$ cat config.mk
export PLATFORM = sky130hd
export DESIGN_NAME = dds_mod_gen
export DESIGN_NICKNAME = d
export VERILOG_FILES = /design/src/rtl/dds_mod_pkg.sv /design/src/rtl/dds_mod_mapper.sv /design/src/rtl/dds_mod_gen.sv
export SDC_FILE = /design/constraint.sdc
export NUM_CORES = 1
export LEC_CHECK = 0
export CORE_MARGIN = 2
export CORE_UTILIZATION = 40
export DETAILED_ROUTE_END_ITERATION = 7
export GPL_ROUTABILITY_DRIVEN = 0
export GPL_TIMING_DRIVEN = 0
export PLACE_DENSITY_LB_ADDON = 0.05
export SLEW_MARGIN = 30
export SYNTH_ARGS = -nofsm -noshare
export SYNTH_HDL_FRONTEND = slang
export SYNTH_HIERARCHICAL = 1
export SYNTH_SLANG_ARGS = --single-unit
$ cat constraint.sdc
create_clock -name clk -period 1.8 [get_ports clk]
set_input_delay 0.27 -clock clk [delete_from_list [all_inputs] [get_ports clk]]
set_output_delay 0.27 -clock clk [all_outputs]
set_load 0.01 [all_outputs]
$ cat src/rtl/dds_mod_pkg.sv
// Shared mode codes, FSM encodings and the saturating negate used by the DDS symbol modulator.
// The optional QPSK mapping is controlled by DDS_MOD_QPSK_EN (see dds_mod_mapper).
package dds_mod_pkg;

   localparam logic [1:0] MODE_ASK      = 2'd0;
   localparam logic [1:0] MODE_FSK      = 2'd1;
   localparam logic [1:0] MODE_BPSK     = 2'd2;
   localparam logic [1:0] MODE_QPSK_RAW = 2'd3;

   typedef enum logic {
      ST_IDLE = 1'b0,
      ST_RUN  = 1'b1
   } state_t;

   // Negate a w-bit signed value carried in 32 bits; the most-negative code maps to most-positive.
   function automatic logic signed [31:0] sat_neg(input logic signed [31:0] x, input int w);
      logic signed [31:0] min_v;
      min_v = -(32'sd1 <<< (w - 1));
      return (x == min_v) ? ~min_v : -x;
   endfunction

endpackage

$ cat src/rtl/dds_mod_mapper.sv
// Combinational symbol-to-sample mapper. DDS_MOD_QPSK_EN selects QPSK for mode 3,
// otherwise mode 3 is RAW and the cosine path is not built.
module dds_mod_mapper
   import dds_mod_pkg::*;
#(
   parameter int DW = 12
) (
   input  logic signed [DW-1:0] sin_in,
   input  logic signed [DW-1:0] cos_in,
   input  logic        [1:0]    sym,
   input  logic        [1:0]    mode,
   output logic signed [DW-1:0] sample,
   output logic                 fsk_sel
);

   logic signed [DW-1:0] sin_neg;
   logic signed [DW-1:0] mode3_sample;

   assign sin_neg = DW'(sat_neg(32'(sin_in), DW));

`ifdef DDS_MOD_QPSK_EN
   logic signed [DW-1:0] cos_neg;
   logic signed [DW-1:0] i_arm;
   logic signed [DW-1:0] q_arm;
   logic signed [DW:0]   iq_sum;

   // Saturated negation keeps each arm in DW bits, so the DW+1 sum cannot overflow.
   assign cos_neg      = DW'(sat_neg(32'(cos_in), DW));
   assign i_arm        = sym[0] ? cos_in : cos_neg;
   assign q_arm        = sym[1] ? sin_in : sin_neg;
   assign iq_sum       = (DW+1)'(i_arm) + (DW+1)'(q_arm);
   assign mode3_sample = DW'(iq_sum >>> 1);
`else
   logic unused_inputs;
   assign unused_inputs = ^{cos_in, sym[1]};
   assign mode3_sample  = {sym[0], {(DW-1){1'b0}}};
`endif

   always_comb begin
      sample  = '0;
      fsk_sel = 1'b0;
      case (mode)
         MODE_ASK:  sample = sym[0] ? sin_in : '0;
         MODE_FSK: begin
            sample  = sin_in;
            fsk_sel = sym[0];
         end
         MODE_BPSK: sample = sym[0] ? sin_in : sin_neg;
         default:   sample = mode3_sample;
      endcase
   end

endmodule

$ cat src/rtl/dds_mod_gen.sv
// Symbol modulator: valid/ready symbol intake, SYM_DIV-cycle symbol timer and registered output.
// Mode 3 behaviour depends on DDS_MOD_QPSK_EN (QPSK when defined, RAW otherwise).
module dds_mod_gen
   import dds_mod_pkg::*;
#(
   parameter int DW      = 12,
   parameter int SYM_DIV = 16
) (
   input  logic                 clk,
   input  logic                 rst,
   input  logic signed [DW-1:0] sin_in,
   input  logic signed [DW-1:0] cos_in,
   input  logic        [1:0]    mode,
   input  logic                 sym_valid,
   input  logic        [1:0]    sym_in,
   output logic                 sym_ready,
   output logic signed [DW-1:0] mod_out,
   output logic                 fsk_sel,
   output logic                 sym_strobe,
   output logic                 underrun
);

   localparam int             CW   = $clog2(SYM_DIV);
   localparam logic [CW-1:0]  LAST = CW'(SYM_DIV - 1);

   state_t               state_reg;
   logic [CW-1:0]        cnt_reg;
   logic [1:0]           sym_reg;
   logic [1:0]           mode_reg;
   logic signed [DW-1:0] map_sample;
   logic                 map_fsk;
   logic                 load;

   dds_mod_mapper #(.DW(DW)) u_mapper (
      .sin_in  (sin_in),
      .cos_in  (cos_in),
      .sym     (sym_reg),
      .mode    (mode_reg),
      .sample  (map_sample),
      .fsk_sel (map_fsk)
   );

   // Ready depends only on state and counter, never on sym_valid.
   assign sym_ready = (state_reg == ST_IDLE) || (cnt_reg == LAST);
   assign load      = sym_valid && sym_ready;

   always_ff @(posedge clk or posedge rst) begin
      if (rst) begin
         state_reg  <= ST_IDLE;
         cnt_reg    <= '0;
         sym_reg    <= '0;
         mode_reg   <= '0;
         mod_out    <= '0;
         fsk_sel    <= 1'b0;
         sym_strobe <= 1'b0;
         underrun   <= 1'b0;
      end else begin
         sym_strobe <= 1'b0;
         if (state_reg == ST_RUN) begin
            mod_out <= map_sample;
            fsk_sel <= map_fsk;
         end else begin
            mod_out <= '0;
            fsk_sel <= 1'b0;
         end

         if (load) begin
            sym_reg  <= sym_in;
            mode_reg <= mode;
            cnt_reg  <= '0;
         end

         case (state_reg)
            ST_IDLE: begin
               if (load) state_reg <= ST_RUN;
            end
            ST_RUN: begin
               if (cnt_reg == LAST) begin
                  sym_strobe <= 1'b1;
                  if (!load) begin
                     state_reg <= ST_IDLE;
                     underrun  <= 1'b1;
                  end
               end else begin
                  cnt_reg <= cnt_reg + 1'b1;
               end
            end
            default: state_reg <= ST_IDLE;
         endcase
      end
   end

endmodule

# == Word-level counts from Yosys, hierarchy flattened ==
# Cells that the tools add are included.
# totals
reg_bits,23
input_bits,31
output_inout_bits,16
elab_cells,35
# op_classes
n_addsub,2
n_eq_ne,4
muxes,15
bitwise,2
reduce_logical,4
# op_table
cell,n
two-way mux 12 bit,4
case mux 12 bit (3 select lines),1
"equality test 12 bit, second input constant",1
two-way mux 4 bit,3
negator 12 bit,1
two-way mux 1 bit,6
"adder 4 x 1 -> 4 bit, second input constant",1
"equality test 4 bit, second input constant",1
AND reduction 3 bit,1
"equality test 2 x 1 -> 1 bit, second input constant",1
"equality test 2 bit, second input constant",1
logical NOT 2 bit,1
inverter 1 bit,2
case mux 1 bit (2 select lines),1
logical AND 1 bit,1
logical OR 1 bit,1

# == Logic depth before layout (Yosys ltp) ==
# logic_depth
word_depth,6
mapped_depth,8
mapped_depth_nobuf,7

# == Cells and area by module ==
# The synthesis kept the hierarchy.
# by_module_without_submodules
module,instances,cells_each,area_each_um2,seq_area_each_um2
dds_mod_gen,1,70,908.4,600.6
dds_mod_mapper,1,95,599.3,0.0

# == Worst setup path before layout ==
# Ideal clock, no wire load.
# synth_path
kind,reg2reg
from,reg sym_reg[0]
to,reg mod_out[11]
setup_time_ns,0.066
t_arrival_ns,1.458
required_time_ns,1.734
slack_ns,0.276
stages_incl_launch_ff,7
path_buffers,1
synth_period_minus_slack_ns,1.524
path_cell_list,dfrtp_1 > buf_2 > or4b_2 > nand2_1 > a21oi_1 > o311ai_1 > and2_1
# synth_between
elab_chain_cells,3
word_cells_on_any_way,4
cone_classes,mux (4)
# synth_rtl
element,line_no,rtl
"start, declared",dds_mod_gen.sv:28,logic [1:0] sym_reg;
"start signal, assigned",dds_mod_gen.sv:68,sym_reg <= sym_in;
"two-way mux 12 bit, on equally long branches","dds_mod_mapper.sv:48, dds_mod_mapper.sv:43",
case mux 12 bit (3 select lines) *,dds_mod_mapper.sv:42,case (mode)
via map_sample[11],dds_mod_gen.sv:30,logic signed [DW-1:0] map_sample;
two-way mux 12 bit *,dds_mod_gen.sv:59,if (state_reg == ST_RUN) begin
"end signal, assigned",dds_mod_gen.sv:60,mod_out <= map_sample;
"end, declared",dds_mod_gen.sv:17,"output logic signed [DW-1:0] mod_out,"
# The timed path passes the listed nets; every way through them passes the cells marked *.
# A chain may end at the register's enable or synchronous reset.

# == Worst setup path in the final report ==
# layout_path
from,in sin_in[4]
to,reg mod_out[7]
# layout_between
elab_chain_cells,5
word_cells_on_any_way,6
cone_classes,add/sub (1); eq/ne (1); mux (4)
# layout_rtl
element,line_no,rtl
"start, declared",dds_mod_gen.sv:11,"input logic signed [DW-1:0] sin_in,"
negator 12 bit / equality test 12 bit (equally long branches),dds_mod_pkg.sv:19,return (x == min_v) ? ~min_v : -x;
two-way mux 12 bit *,dds_mod_pkg.sv:19,
two-way mux 12 bit *,dds_mod_mapper.sv:48,MODE_BPSK: sample = sym[0] ? sin_in : sin_neg;
case mux 12 bit (3 select lines) *,dds_mod_mapper.sv:42,
via map_sample[7],dds_mod_gen.sv:30,
two-way mux 12 bit *,dds_mod_gen.sv:59,
# Marks and branches as above.

==> results.json <==
{
  "status": "complete, no violations",
  "fmax_mhz": 576.6,
  "diodes": 0,
  "ios": 47,
  "drv_slew": 0,
  "antenna_found_initial": 0,
  "wire_per_inst_um": 13.76,
  "drtIter0Drc": 78,
  "rsz0062_at_grt": "no",
  "finalCritPeriodShare_pct": 96.36,
  "worstRegToRegCells": 6,
  "fin_cells": 250,
  "fin_crit_ns": 1.734,
  "crit_required_ns": 1.99,
  "cts_buffer_depth": 2,
  "hpwl_um": 2671,
  "design.core.area_mm2": 0.003606,
  "syn_area_mm2": 0.001471,
  "hp-class": "register to register",
  "cts_tree": "built",
  "sw_frac_of_total_pct": 38.65,
  "fp.dieH_um": 64.65,
  "cp_max_fo": 10,
  "clk_latency_ns": 0.26,
  "max_stage_delay_ns": 0.49,
  "intPower_mw": 1.689,
  "largest_register_ffs": 12,
  "grt_pass1_wl_um": 5982,
  "cts-root-buf": "clkbuf_8",
  "crit_chain": "clkdlybuf4s50_1 -> nor4b_4 -> and4_1 -> buf_6 -> o21ai_0 -> nand3_1 -> and2_1",
  "holdPathStages": 1,
  "final_layout_size_suffix_gt1_share_pct": 14.85,
  "area_growth_pct": 33.08,
  "numCtsBuffers": 3,
  "viasPerCell": 5.456,
  "globalRouteOverflowTotal": 0,
  "cp-end-kind": "register",
  "skew_ns": 0.01212,
  "grt_use_total_pct": 18.07,
  "stdcell_area_mm2": 0.001958,
  "leakagePower_nw": 0.8243,
  "relSlewSlack_pct": 45.29,
  "h-tree-depth": 1,
  "clkPwrFrac_pct": 10.9,
  "placed_cell_area_mm2": 0.001862,
  "vias": 1364,
  "grt_pass1_vias": 1283,
  "firstDrtPassIters": 4,
  "synth_warnings": 6,
  "fp.dieW_um": 64.65,
  "peakVddDrop_v": 0.0005079,
  "worst_hold_startpoint": "underrun",
  "timing.critical_path.from": "sin_in[4]",
  "r2r-start": "sym_reg[0]",
  "final_nets": 236,
  "hold_viol": 0,
  "route.detailed.drc": 0,
  "p_switching_mw": 1.064,
  "startpoint_type": "input pin",
  "fin_hold_ws_ns": 0.4608,
  "postSynthCellCount": 163,
  "fp.dieArea_mm2": 0.004180,
  "portBuffers": 33,
  "antenna_left": 0,
  "comb_power_share_pct": 57.4,
  "powerDensity_mw_per_mm2": 1406,
  "postSynthAreaPerCell_um2": 9.027,
  "cts_sinks": 23,
  "clkTransAtPathRegs_ns": 0.08,
  "rrSetupSlack_ns": 0.10,
  "cp.arrival_ns": 1.92,
  "start_util_pct": 40.80,
  "fp-row-count": 22,
  "setup_violations": 0,
  "cap_violations": 0,
  "grt_max_degree": 24,
  "placedCellCount": 244,
  "syn_nets": 196,
  "cpMaxStageDelayCell": "clkdlybuf4s50_1",
  "cts_hold_buf": 0,
  "seqPwrFrac_pct": 31.7,
  "path_class": "input pin to register",
  "worst_pin_slew_ns": 0.8197,
  "postRouteWirelength_um": 3441
}
==> worst max-delay path: cells and delay by family <==
kind            cells  cell delay, ns
simple gates        4            0.90
buf+inv             2            0.63
compound gates      1            0.10
==> power by group through the flow <==
stage	Combinational, mW	Clock (mW)	Sequential [mW]
6_report	1.58	0.300	0.873
5_1_grt	1.73	0.332	0.909
4_1_cts	1.57	0.310	0.877
3_5_place_dp	1.51	0	0.901
3_3_place_gp	1.48	0	0.888
2_1_floorplan	0.893	0	0.939
==> placed cells by master (no fill, tap or decap), drive strengths merged, types with 6 or more instances in the layout <==
cell type      instances
clkdlybuf4s50         27
nor3                   9
and2                  14
dfrtp                 23
a21oi                 12
nand2                 16
inv                   11
o21ai                  9
buf                    8
clkbuf                 8
a211oi                 6
==> per-stage QoR <==
stage	utilization [%]	worst slack, ns	setup TNS (ns)	total power [mW]
finish	54.30	0.06559	0	2.753
global route	54.30	0.0003446	0	2.976
CTS	53.71	0.004155	0	2.752
detailed placement	51.63	-0.5653	-5.873	2.411
global placement	51.63	-0.5439	-5.766	2.365
floorplan	-	0.2761	0	1.831
==> per-layer routing <==
metal | share of wire [%] | wire [um] | track usage (%) | vias to the layer above
met5 | 0 | 0 | 0 | -
li1 | - | - | - | 665
met2 | 47 | 1608 | 28.65 | 41
met1 | 48 | 1638 | 25.77 | 656
met4 | 0.52 | 18 | 4.787 | 0
met3 | 5.1 | 176 | 2.778 | 2
==> layout make-up <==
| type | instances | area [um2] |
|---|---|---|
| inverters | 11 | 41.29 |
| flip-flops and latches | 23 | 575.6 |
| repair buffers | 35 | 337.8 |
| plain buffers | 9 | 48.80 |
| clock buffers | 4 | 45.04 |
| multi-input cells | 120 | 849.6 |
| well taps | 48 | 60.06 |
| fillers | 339 | 1648 |
==> timing repair <==
item                                    CTS  global route
setup buffers                             2             0
resized for setup                        11             9
pin swaps                                 3             4
endpoints found under the setup margin   13            11
==> final timing paths <==
path,end
hold reg to reg,underrun
max in group asynchronous,sym_strobe
hold / removal,underrun
setup / recovery,mod_out[7]
setup reg to reg,mod_out[11]
min in group asynchronous,underrun
Note: power is estimated with default switching activity, not from simulation.
